$ cat src/rtl/disp_pkg.sv
// Shared constants for the multiplexed 7-segment scan controller.
// Segment codes are active-low with bit 0 = segment a ... bit 6 = segment g.
package disp_pkg;

  localparam logic [6:0] SEG_OFF = 7'b1111111;

  typedef enum logic {
    PH_GUARD = 1'b0,
    PH_DRIVE = 1'b1
  } phase_e;

  localparam logic [6:0] SEG_0 = 7'b1000000;
  localparam logic [6:0] SEG_1 = 7'b1111001;
  localparam logic [6:0] SEG_2 = 7'b0100100;
  localparam logic [6:0] SEG_3 = 7'b0110000;
  localparam logic [6:0] SEG_4 = 7'b0011001;
  localparam logic [6:0] SEG_5 = 7'b0010010;
  localparam logic [6:0] SEG_6 = 7'b0000010;
  localparam logic [6:0] SEG_7 = 7'b1111000;
  localparam logic [6:0] SEG_8 = 7'b0000000;
  localparam logic [6:0] SEG_9 = 7'b0011000;
  localparam logic [6:0] SEG_A = 7'b0001000;
  localparam logic [6:0] SEG_B = 7'b0000011;
  localparam logic [6:0] SEG_C = 7'b1000110;
  localparam logic [6:0] SEG_D = 7'b0100001;
  localparam logic [6:0] SEG_E = 7'b0000110;
  localparam logic [6:0] SEG_F = 7'b0001110;

endpackage

$ cat src/rtl/seg7_hex_decode.sv
// Combinational hex nibble to active-low 7-segment decoder (bit 0 = a).
module seg7_hex_decode
  import disp_pkg::*;
(
  input  logic [3:0] i_nibble,
  output logic [6:0] o_seg
);

  always_comb begin
    o_seg = SEG_OFF;
    case (i_nibble)
      4'h0: o_seg = SEG_0;
      4'h1: o_seg = SEG_1;
      4'h2: o_seg = SEG_2;
      4'h3: o_seg = SEG_3;
      4'h4: o_seg = SEG_4;
      4'h5: o_seg = SEG_5;
      4'h6: o_seg = SEG_6;
      4'h7: o_seg = SEG_7;
      4'h8: o_seg = SEG_8;
      4'h9: o_seg = SEG_9;
      4'hA: o_seg = SEG_A;
      4'hB: o_seg = SEG_B;
      4'hC: o_seg = SEG_C;
      4'hD: o_seg = SEG_D;
      4'hE: o_seg = SEG_E;
      4'hF: o_seg = SEG_F;
      default: o_seg = SEG_OFF;
    endcase
  end

endmodule

$ cat src/rtl/display_scan_ctrl.sv
// Time-multiplexed, double-buffered scan controller for a multi-digit 7-seg display.
// Optional macro LEADING_ZERO_BLANK_EN blanks digits above the top nonzero nibble.
module display_scan_ctrl
  import disp_pkg::*;
#(
  parameter int NUM_DIGITS   = 4,
  parameter int REFRESH_DIV  = 50000,
  parameter int GUARD_CYCLES = 500
) (
  input  logic                    clk,
  input  logic                    rst_n,
  input  logic [4*NUM_DIGITS-1:0] value_in,
  input  logic                    load,
  input  logic [NUM_DIGITS-1:0]   blank_mask,
  output logic [6:0]              seg_out,
  output logic [NUM_DIGITS-1:0]   digit_en,
  output logic                    frame_done
);

  localparam int SW = (REFRESH_DIV > 1) ? $clog2(REFRESH_DIV) : 1;
  localparam int DW = (NUM_DIGITS > 1) ? $clog2(NUM_DIGITS) : 1;

  logic [SW-1:0]                 r_slot_cnt;
  logic [DW-1:0]                 r_dig_idx;
  logic [NUM_DIGITS-1:0][3:0]    r_active;
  logic [NUM_DIGITS-1:0][3:0]    r_pending;
  logic                          r_pend_valid;
  logic [6:0]                    r_seg;
  logic [NUM_DIGITS-1:0]         r_dig_en;
  logic                          r_frame_done;

  logic                          w_slot_wrap;
  logic                          w_last_dig;
  logic                          w_frame_end;
  phase_e                        w_phase;
  logic [NUM_DIGITS-1:0]         w_dig_en;
  logic [NUM_DIGITS-1:0]         w_lz_blank;
  logic [NUM_DIGITS-1:0]         w_blank;
  logic                          w_zero_run;
  logic [3:0]                    w_nibble;
  logic [6:0]                    w_seg;

  assign w_slot_wrap = (r_slot_cnt == SW'(REFRESH_DIV - 1));
  assign w_last_dig  = (r_dig_idx == DW'(NUM_DIGITS - 1));
  assign w_frame_end = w_slot_wrap && w_last_dig;
  assign w_phase     = ((GUARD_CYCLES > 0) && (r_slot_cnt < SW'(GUARD_CYCLES))) ? PH_GUARD : PH_DRIVE;

  // Slot timer and digit pointer
  always_ff @(posedge clk or negedge rst_n) begin
    if (!rst_n) begin
      r_slot_cnt <= '0;
      r_dig_idx  <= '0;
    end else if (w_slot_wrap) begin
      r_slot_cnt <= '0;
      r_dig_idx  <= w_last_dig ? '0 : r_dig_idx + DW'(1);
    end else begin
      r_slot_cnt <= r_slot_cnt + SW'(1);
    end
  end

  // Old pending moves to active at the frame edge even when a new load lands on that edge.
  always_ff @(posedge clk or negedge rst_n) begin
    if (!rst_n) begin
      r_active     <= '0;
      r_pending    <= '0;
      r_pend_valid <= 1'b0;
    end else begin
      if (w_frame_end && r_pend_valid)
        r_active <= r_pending;
      if (load)
        r_pending <= value_in;
      if (load)
        r_pend_valid <= 1'b1;
      else if (w_frame_end)
        r_pend_valid <= 1'b0;
    end
  end

  for (genvar k = 0; k < NUM_DIGITS; k++) begin : g_dig
    assign w_dig_en[k] = !((w_phase == PH_DRIVE) && (r_dig_idx == DW'(k)));
  end

`ifdef LEADING_ZERO_BLANK_EN
  // Walk down from the top digit; blank while everything above is zero. Digit 0 stays lit.
  always_comb begin
    w_lz_blank = '0;
    w_zero_run = 1'b1;
    for (int k = NUM_DIGITS - 1; k > 0; k--) begin
      w_zero_run    = w_zero_run && (r_active[k] == 4'h0);
      w_lz_blank[k] = w_zero_run;
    end
  end
`else
  assign w_zero_run = 1'b0;
  assign w_lz_blank = '0;
`endif

  assign w_blank  = blank_mask | w_lz_blank;
  assign w_nibble = r_active[r_dig_idx];

  seg7_hex_decode u_dec (
    .i_nibble (w_nibble),
    .o_seg    (w_seg)
  );

  always_ff @(posedge clk or negedge rst_n) begin
    if (!rst_n) begin
      r_seg        <= SEG_OFF;
      r_dig_en     <= '1;
      r_frame_done <= 1'b0;
    end else begin
      r_seg        <= ((w_phase == PH_GUARD) || w_blank[r_dig_idx] || w_zero_run && 1'b0) ? SEG_OFF : w_seg;
      r_dig_en     <= w_dig_en;
      r_frame_done <= w_frame_end;
    end
  end

  assign seg_out    = r_seg;
  assign digit_en   = r_dig_en;
  assign frame_done = r_frame_done;

endmodule
$ cat config.mk
export PLATFORM = sky130hd
export DESIGN_NAME = display_scan_ctrl
export DESIGN_NICKNAME = d
export VERILOG_FILES = /design/src/rtl/disp_pkg.sv /design/src/rtl/seg7_hex_decode.sv /design/src/rtl/display_scan_ctrl.sv
export SDC_FILE = /design/constraint.sdc
export NUM_CORES = 1
export LEC_CHECK = 0
export CAP_MARGIN = 0
export CORE_ASPECT_RATIO = 0.9
export CORE_UTILIZATION = 50
export DETAILED_ROUTE_END_ITERATION = 10
export GPL_TIMING_DRIVEN = 0
export HOLD_SLACK_MARGIN = 0.08
export PLACE_DENSITY = 0.86
export SLEW_MARGIN = 20
export SYNTH_ARGS = -nofsm -noshare
export SYNTH_HDL_FRONTEND = slang
export SYNTH_SLANG_ARGS = --single-unit
$ cat constraint.sdc
create_clock -name clk -period 2 [get_ports clk]
set_clock_uncertainty 0.1 [all_clocks]
set_input_delay 0.2 -clock clk [delete_from_list [all_inputs] [get_ports clk]]
set_output_delay 0.2 -clock clk [all_outputs]
set_load 0.02 [all_outputs]
==> flow_summary_export.csv, run 1 <==
group,metric,value,unit
global_routing,grt_start_max_net_pins,48,
global_routing,gr-usage-all-layers,22.61,%
setup_path,cp_slowest_stage_delay,0.62,ns
status,violations,"negative setup slack",
timing,drv_slew,0,
routing,dr.pass1.iters,4,
min_path,hp-class,"input pin to asynchronous set/reset pin",
synth,yosysWarnings,0,
clocking,htreeDepth,3,
floorplanning,start_util,51.55,%
setup_path,crit_arrival,2.33,ns
pwr,internal-power,2.176,mW
setup_path,r2r_cells,7,
timing,tightest_slew,0.6227,ns
pwr,power,2.716,mW
timing,setup_violations,30,
clocking,cts_max_path_buffers,2,
clocking,cts_tree,"done",
setup_path,crit_path_cell_trace,"buf_6, mux4_2, buf_6, ha_4, nor2b_4, o32ai_2, o21ai_1",
timing,min_period_over_period,108.0,%
global_routing,overflow,0,
setup_path,start_kind,"flop",
final_layout,final_nets,326,
setup_path,cp_max_fo,7,
timing,rsz0062_at_grt,"true",
setup_path,cpMostUsedCell,"buf_6",
global_routing,grt_pass1_wl,9.770,mm
routing,routedWlPerCell,19.24,um
routing,route.detailed.drc,0,
routing,final_antenna_net_count,0,
clocking,cts_sinks,63,
pwr,clockPowerShare,46.7,%
synth,netlist_instances,222,
setup_path,crit_type,"flop to flop",
clocking,clock-root-buffer,"clkbuf_8",
placement,dp_hpwl,3.761,mm
floorplanning,coreArea,0.005660,mm2
global_routing,antenna_found_initial,0,
final_layout,layout_common_cells,"dfrtp_1, clkdlybuf4s50_1, buf_4",
timing,period_minus_slack,2.161,ns
final_layout,layout_commonest_cell,"dfrtp_1",
global_routing,grt_pass1_vias,1966,
routing,drtIter0Drc,191,
pwr,p_switching,539.5,uW
synth,synth_seq_area_share,54.50,%
setup_path,r2r_slack,-0.16,ns
pwr,seqPwrFrac,48.9,%
synth,ys_seq_elements,63,
setup_path,slowest_stage,"mux4_2",
placement,place_congestion,0.8293,
pwr,p_comb_share,4.4,%
synth,ys_types,38,
final_layout,fill_cells,382,
final_layout,antenna_cells,0,
timing,fin_ws,-0.1610,ns
final_layout,drive_gt1_share,42.76,%
synth,syn_avg_cell_area,13.14,um2
routing,viasPerCell,5.826,
floorplanning,die_x,82.53,um
clocking,clkLatencyLatePin,0.35,ns
status,outcome,"complete, but fails checks",
run,maxCapViolCount,0,
pwr,p_sw_share,19.87,%
setup_path,required,2.17,ns
synth,netlist_area,0.002918,mm2
pwr,pwr_density_cell,676.3,mW/mm2
timing,max_freq,0.4628,GHz
pwr,p_leak,1.761,nW
pwr,irDropWorstVdd,0.6358,mV
clocking,cts_inserted_buffers,9,
floorplanning,rows,26,
final_layout,area_growth,37.61,%
floorplanning,fp.dieArea,0.006146,mm2
floorplanning,num_io_pins,35,
final_layout,fin_util,70.93,%
setup_path,cp-end-kind,"flop",
floorplanning,die_h,74.47,um
placement,port_buffers,33,
synth,synth_nets,255,
routing,routed_wl,7.060,mm
timing,relSlewSlack,58.49,%
timing,finalHoldViolCount,0,
clocking,path_clk_slew,0.07,ns
routing,vias,2138,
==> final timing paths <==
| check | startpoint | end |
|---|---|---|
| setup / recovery | r_dig_idx[0]$_DFFE_PN0N_ | seg_out[3]$_DFF_PN1_ |
| hold / removal | rst_n | r_pending[7]$_DFFE_PN0P_ |
| setup reg to reg | r_dig_idx[0]$_DFFE_PN0N_ | seg_out[3]$_DFF_PN1_ |
| hold reg to reg | r_slot_cnt[7]$_DFF_PN0_ | r_slot_cnt[7]$_DFF_PN0_ |
| max in group asynchronous | rst_n | seg_out[2]$_DFF_PN1_ |
| min in group clk | load | r_pending[3]$_DFFE_PN0P_ |
==> synthesized netlist by cell type <==
cell type | number | share of area, %
nand2_1 | 15 | 1.9
clkbuf_1 | 6 | 0.77
buf_2 | 2 | 0.34
and2_1 | 1 | 0.21
nor2_1 | 10 | 1.3
nor4_4 | 1 | 0.73
a21oi_1 | 4 | 0.69
inv_1 | 8 | 1.0
o32ai_1 | 1 | 0.30
dfstp_2 | 11 | 9.9
nand4_1 | 6 | 1.3
mux2i_1 | 2 | 0.69
or4_4 | 1 | 0.39
nor3_1 | 1 | 0.17
buf_1 | 1 | 0.13
or3_1 | 4 | 0.86
and3_1 | 1 | 0.21
mux2_2 | 22 | 8.5
nand3_4 | 1 | 0.60
nor2b_1 | 4 | 0.86
or2_2 | 2 | 0.43
a311o_1 | 1 | 0.34
buf_6 | 1 | 0.39
ha_1 | 10 | 4.3
o211ai_1 | 2 | 0.51
mux4_2 | 5 | 3.9
or3b_2 | 1 | 0.30
o221ai_1 | 5 | 1.5
a21o_1 | 1 | 0.26
xnor2_1 | 4 | 1.2
o21ai_0 | 5 | 0.86
nand3_1 | 4 | 0.69
and4_1 | 4 | 1.2
dfrtp_1 | 52 | 45
xor2_1 | 9 | 2.7
nand2b_1 | 2 | 0.43
nor4_1 | 2 | 0.43
mux2_4 | 10 | 5.1
==> registers in the layout, summed over array words and instances (netlist names) <==
register and cells:
r_slot_cnt 16, r_pending 16, r_pend_valid 1, r_dig_idx 2, seg_out 7, r_active 16
frame_done 1, digit_en 4
==> routing by layer <==
layer  global-route usage [%]  share of wire [%]
met4                    12.07                3.3
met1                    27.61                 40
met2                    36.00                 51
met5                        0                  0
met3                    7.117                5.1
==> critical path: cells and delay by family, from the launching register on <==
family | cells | cell delay [ns]
DFF | 1 | 0.40
and+or+nand+nor | 1 | 0.13
AOI/OAI and AO/OA | 2 | 0.32
adders and majority gates | 1 | 0.17
buffers and inverters | 2 | 0.33
muxes | 1 | 0.62
==> repair_timing <==
action                                  4_1_cts  5_1_grt
pin swaps                                     9       16
endpoints found under the setup margin       33       35
endpoints found under the hold margin        52        0
buffers inserted                             15       10
resized for setup                            22       31
hold buffers                                  1        0
gates cloned                                  0        2
==> layout make-up <==
class	instances	area, um2	area share (%)
well taps	70	87.58	2.181
inverters	8	32.53	0.8102
clock inverters	3	65.06	1.620
plain buffers	8	73.82	1.839
repair buffers	62	600.6	14.96
flip-flops and latches	63	1592	39.64
multi-input cells	141	1399	34.84
clock buffers	12	165.2	4.113
==> through the flow <==
stage | instances | hold slack [ns] | setup WS, ns | cell area (um2) | setup TNS (ns)
after CTS | 357 | 0.1624 | -0.1175 | 3807 | -0.9915
after floorplan | 222 | -0.1956 | -0.06290 | 2920 | -0.06315
after detailed placement | 326 | -0.01595 | -0.2640 | 3363 | -4.205
final | 367 | 0.1645 | -0.1610 | 4015 | -1.599
after global routing | 367 | 0.1813 | -0.1965 | 4015 | -2.900
after global placement | 325 | 0.3626 | -1.286 | 3338 | -77.44
==> power by group through the flow <==
stage	Combinational, mW	Clock (mW)	Sequential (mW)
3_5_place_dp	0.121	0	1.35
4_1_cts	0.122	1.28	1.33
3_3_place_gp	0.110	0	1.35
2_1_floorplan	0.0418	0	1.34
5_1_grt	0.132	1.33	1.33
6_report	0.121	1.27	1.33
==> cells by family (layout without fill, tap and decap cells) <==
group / Yosys count / count (layout) / share of synthesized area [%]
XOR/XNOR: 13 / 13 / 3.902
adder cells (fa/ha/maj): 10 / 10 / 4.288
multiplexers: 39 / 39 / 18.18
AO/OA/AOI/OAI: 19 / 19 / 4.460
AND/OR/NAND/NOR: 60 / 60 / 12.01
buffers and inverters: 18 / 93 / 2.659
flip-flops: 63 / 63 / 54.50
Power figures use the tool's default switching activity.
==> run 2: changes to the inputs <==
ABC_AREA = 1   (was default)
CORE_UTILIZATION = 51   (was 50)
==> run 2 against run 1 <==
- the run now ends clean
- via count grew 22%
- first-iteration DRC count shrank 9.4%
- clock power decreased by 5%
- global-route usage down 0.98 points
- synthesized cell count increased by 74%
- count of clock-buffer cells in the layout is 1 lower
- worst setup slack improved by 0.33 ns
- sequential share of layout area grew 1.6 points
==> flow_summary_export.csv, run 2 <==
group,metric,value,unit
status,outcome,"completed",
synth,yosys.area.top_type_share,40.98,%
run,maxCapViolCount,0,
synth,synth_common_cells,"nand2_1, dfrtp_1, nand3_1, nor2_1, inv_1",
routing,viasPerCell,5.164,
global_routing,grt_pass1_vias,2516,
final_layout,fill_cells,476,
placement,dp_hpwl,4.525,mm
placement,place_ws,0.1401,ns
final_layout,area_growth,21.43,%
global_routing,gr-usage-all-layers,21.63,%
floorplanning,fp.dieArea,0.006547,mm2
timing,fin_ws,0.1688,ns
synth,netlist_instances,386,
setup_path,cp_max_fo,8,
final_layout,multi_input_area,0.001378,mm2
clocking,cts_tree,"done",
routing,dr.pass1.iters,4,
setup_path,required,2.16,ns
min_path,hp-class,"input pin to asynchronous set/reset pin",
synth,synth.most_common_cell,"nand2_1",
synth,yosysTopAreaCell,"dfrtp_1",
setup_path,crit_path_cell_trace,"inv_2, nand3_1, nand2_1, inv_1, ha_1, nand3_1, nand2_1, nand2_1, nand3_1",
global_routing,antenna_found_initial,0,
timing,finalSetupTns,0,ns
floorplanning,die_x,85.18,um
synth,synth_edf_count,0,
final_layout,largestRegisters,"r_active: 16 flops, r_pending: 16 flops, r_slot_cnt: 16 flops",
synth,synth_seq_area_share,50.08,%
floorplanning,rows,26,
timing,max_freq,0.5461,GHz
global_routing,busiest_layer,"met2",
timing,setup_violations,0,
final_layout,drive_gt1_share,13.04,%
routing,final_antenna_net_count,0,
floorplanning,coreArea,0.005823,mm2
final_layout,layout_common_cells,"nand2_1, dfrtp_1, nand3_1",
routing,routed_wl,6.244,mm
floorplanning,die_h,76.86,um
setup_path,r2r_end,"seg_out[5]$_DFF_PN1_",
synth,yosysWarnings,0,
pwr,pwr_density_cell,686.8,mW/mm2
setup_path,slowest_stage,"dfrtp_1",
clocking,htreeDepth,3,
setup_path,cp_slowest_stage_delay,0.50,ns
setup_path,r2r_cells,9,
clocking,cts_max_path_buffers,2,
synth,synth_ff_type,"dfrtp_1",
timing,drv_slew,0,
global_routing,grtUsageMet1,27.80,%
routing,route.detailed.drc,0,
global_routing,grt_pass1_wl,11.09,mm
setup_path,crit_arrival,1.99,ns
global_routing,met3_usage,5.597,%
timing,min_period_over_period,91.56,%
placement,port_buffers,33,
global_routing,use_met2,35.48,%
timing,relSlewSlack,76.01,%
setup_path,reg2reg_from,"r_dig_idx[1]$_DFFE_PN0N_",
timing,period_minus_slack,1.831,ns
floorplanning,start_util,54.53,%
synth,async_flop_share,100.0,%
timing,finalHoldViolCount,0,
clocking,clkLatencyLatePin,0.33,ns
routing,routedWlPerCell,12.32,um
timing,tightest_slew,0.3598,ns
synth,ys_types,27,
synth,syn_avg_cell_area,8.227,um2
timing,rsz0062_at_grt,"false",
synth,netlist_area,0.003176,mm2
setup_path,start_kind,"flop",
synth,synth_nets,419,
timing,holdWs,0.1336,ns
clocking,clock-root-buffer,"clkbuf_8",
clocking,cts_sinks,63,
placement,place_congestion,0.8688,
final_layout,final_nets,465,
setup_path,r2r_slack,0.17,ns
final_layout,ff_latch_area,0.001590,mm2
synth,ys_seq_elements,63,
clocking,path_clk_slew,0.07,ns
floorplanning,num_io_pins,35,
setup_path,cp-end-kind,"flop",
routing,drtIter0Drc,173,
clocking,cts_inserted_buffers,9,
pwr,p_leak,1.901,nW
pwr,irDropWorstVdd,0.4896,mV
synth,synthTopCellsByArea,"dfrtp_1, nand2_1, dfstp_2",
setup_path,crit_type,"flop to flop",
global_routing,overflow,0,
global_routing,grt_start_max_net_pins,55,
final_layout,antenna_cells,0,
routing,vias,2618,
final_layout,layout_commonest_cell,"nand2_1",
run 2: how the worst max path moves through the flow:
stage	depth (start not counted)	slack, ns	startpoint	end
global placement	1	-1.26	rst_n	r_slot_cnt[10]$_DFF_PN0_
finish	9	0.17	r_dig_idx[1]$_DFFE_PN0N_	seg_out[5]$_DFF_PN1_
global route	9	0.0004	r_dig_idx[1]$_DFFE_PN0N_	seg_out[3]$_DFF_PN1_
CTS	11	0.13	r_dig_idx[0]$_DFFE_PN0N_	seg_out[3]$_DFF_PN1_
detailed placement	10	0.14	r_dig_idx[0]$_DFFE_PN0N_	seg_out[1]$_DFF_PN1_
floorplan	10	0.36	r_dig_idx[0]$_DFFE_PN0N_	seg_out[1]$_DFF_PN1_
run 2: final cells by class:
class	count	area share (%)
buffer	11	2.628
clock buffer	11	3.666
clock inverter	5	2.109
inverter	27	2.628
multi-input combinational	284	35.72
sequential	63	41.24
tap	70	2.271
timing repair buffer	36	9.734
run 2: through the flow:
step                      area, um2  cells  util (%)  total power [mW]
after detailed placement       3618    490     62.14             1.457
final                          3856    507     66.22             2.648
after global routing           3856    507     66.22             2.754
after CTS                      3861    508     66.31             2.670
after global placement         3593    489     61.71             1.446
after floorplan                3176    386         -             1.373
run 2: cell families after synthesis:
logic type | count (synthesis) | synth area share (%)
AO/OA/AOI/OAI | 11 | 1.891
XOR/XNOR | 7 | 1.931
adder cells (fa/ha/maj) | 10 | 3.940
buffers and inverters | 39 | 6.541
flip-flops | 63 | 50.08
AND/OR/NAND/NOR | 256 | 35.62
run 2: per-layer routing:
layer  vias to the layer above  wire length (um)
li1                       1327                 -
met1                      1214              2859
met2                        71              2966
met3                         6               365
met4                         0                53
met5                         -                 0
run 2: critical path, delay by kind of cell (launching register included):
family                     cells  cell delay [ns]
and+or+nand+nor                6             0.62
adders and majority gates      1             0.22
DFF                            1             0.50
buffers and inverters          2             0.30
run 2: power breakdown:
part           switching (mW)  total [mW]  internal (mW)
combinational          0.0549       0.113         0.0586
clock                   0.478        1.21          0.736
sequential             0.0176        1.32           1.30
run 2: timing repair:
action / CTS / global route
endpoints found under the setup margin: 0 / 6
buffers inserted: 0 / 0
hold endpoints to repair: 58 / 0
resized for setup: 0 / 0
hold buffers: 2 / 0
==> run 3: changes to the inputs <==
MAX_ROUTING_LAYER = met4   (was default)
SKIP_CTS_REPAIR_TIMING = 1   (was default)
==> run 3 against run 2 <==
- first-iteration DRC count is 28% lower
- global-route usage is 0.33 points higher
- cell area is 0.23% lower
- worst setup slack better by 0.035 ns
- critical path depth is 1 higher
- largest cell class unchanged
==> flow_summary_export.csv, run 3 (same netlist as run 2, synthesis figures left out) <==
group,metric,value,unit
status,outcome,"completed",
floorplanning,die_h,76.86,um
floorplanning,fp.dieArea,0.006547,mm2
timing,rsz0062_at_grt,"false",
routing,drtIter0Drc,124,
clocking,htreeDepth,3,
setup_path,slowest_stage,"dfrtp_2",
placement,place_congestion,0.8822,
routing,route.detailed.drc,0,
setup_path,cp_slowest_stage_delay,0.46,ns
setup_path,cpMostUsedCell,"nand2_1",
clocking,cts_inserted_buffers,9,
final_layout,final_nets,465,
final_layout,layout_commonest_cell,"nand2_1",
global_routing,grt_pass1_vias,2447,
global_routing,grt_pass1_wl,10.83,mm
setup_path,start_kind,"flop",
setup_path,cp_max_fo,10,
global_routing,grt_start_max_net_pins,55,
final_layout,area_growth,21.16,%
timing,max_freq,0.5567,GHz
clocking,clock-root-buffer,"clkbuf_8",
setup_path,cp-end-kind,"flop",
setup_path,required,2.16,ns
global_routing,overflow,0,
final_layout,layout_common_cells,"nand2_1, dfrtp_1, nand3_1",
floorplanning,die_x,85.18,um
clocking,path_clk_slew,0.07,ns
pwr,pwr_density_cell,663.5,mW/mm2
setup_path,crit_path_cell_trace,"buf_4, nand2_1, nand3_1, nand2_1, inv_1, ha_1, nand3_1, nand2_1, nand2_1, nand3_1",
global_routing,gr-usage-all-layers,21.96,%
routing,dr.pass1.iters,4,
timing,fin_ws,0.2037,ns
routing,final_antenna_net_count,0,
final_layout,fill_cells,484,
floorplanning,start_util,54.53,%
final_layout,multi_input_area,0.001380,mm2
clocking,cts_tree,"done",
timing,min_period_over_period,89.82,%
timing,tightest_slew,0.3644,ns
timing,finalHoldViolCount,0,
setup_path,critPathBufInv,2,
clocking,cts_sinks,63,
global_routing,antenna_found_initial,0,
timing,period_minus_slack,1.796,ns
floorplanning,num_io_pins,35,
placement,place_ws,0.1033,ns
final_layout,largestRegisters,"r_active: 16 flops, r_pending: 16 flops, r_slot_cnt: 16 flops",
routing,viasPerCell,5.105,
timing,relSlewSlack,75.71,%
min_path,hp-class,"input pin to asynchronous set/reset pin",
routing,routed_wl,6.162,mm
clocking,clkLatencyLatePin,0.34,ns
final_layout,fin_area,0.003847,mm2
clocking,cts_max_path_buffers,2,
final_layout,stdcell_count,507,
setup_path,crit_arrival,1.96,ns
pwr,irDropWorstVdd,0.3575,mV
final_layout,antenna_cells,0,
placement,dpl.cell_count,490,
run,maxCapViolCount,0,
routing,vias,2588,
final_layout,drive_gt1_share,13.96,%
setup_path,crit_family,"simple AND/OR/NAND/NOR gates",
setup_path,crit_type,"flop to flop",
routing,routedWlPerCell,12.15,um
timing,drv_slew,0,
placement,port_buffers,33,
floorplanning,rows,26,
placement,place_area,0.003618,mm2
final_layout,ff_latch_area,0.001593,mm2
timing,setup_violations,0,
placement,dp_hpwl,4.468,mm
pwr,p_leak,1.892,nW
floorplanning,coreArea,0.005823,mm2
## run 3: stage by stage
stage	total power [mW]	setup TNS (ns)	hold slack (ns)	util [%]
6_report	2.553	0	0.1264	66.07
5_1_grt	2.666	0	0.1150	66.07
4_1_cts	2.576	0	-0.4290	65.69
3_5_place_dp	1.456	0	-0.05175	62.14
3_3_place_gp	1.446	-73.33	0.3419	61.71
2_1_floorplan	1.373	0	-0.1956	-
## run 3: final timing paths
check	startpoint	to	depth (start not counted)	slack, ns
worst max-delay path	r_dig_idx[0]$_DFFE_PN0N_	seg_out[5]$_DFF_PN1_	10	0.20
worst min-delay path	rst_n	r_slot_cnt[5]$_DFF_PN0_	2	0.13
worst max register to register	r_dig_idx[0]$_DFFE_PN0N_	seg_out[5]$_DFF_PN1_	10	0.20
worst min register to register	r_slot_cnt[0]$_DFF_PN0_	r_slot_cnt[0]$_DFF_PN0_	1	0.36
max in group asynchronous	rst_n	seg_out[5]$_DFF_PN1_	3	1.14
min in group clk	value_in[7]	r_pending[7]$_DFFE_PN0P_	3	0.29
## run 3: report_power, final
part           leakage [nW]  switching (mW)  internal [mW]
Clock                 0.103           0.504          0.615
Sequential            0.791          0.0167           1.30
Combinational         0.999          0.0555         0.0586
Total                  1.89           0.576           1.98
## run 3: layout make-up
class	count	area share [%]
buffer	11	2.634
clock inverter	6	1.789
timing repair buffer	36	9.756
tap	70	2.276
clock buffer	10	3.577
inverter	27	2.699
sequential	63	41.40
multi-input combinational	284	35.87
## run 3: per-layer routing
metal,GRT usage [%],share of wire [%],vias up
li1,-,-,1323
met1,27.27,47,1172
met2,33.95,46,87
met3,7.966,5.7,6
met4,6.102,0.55,0
met5,-,0,-
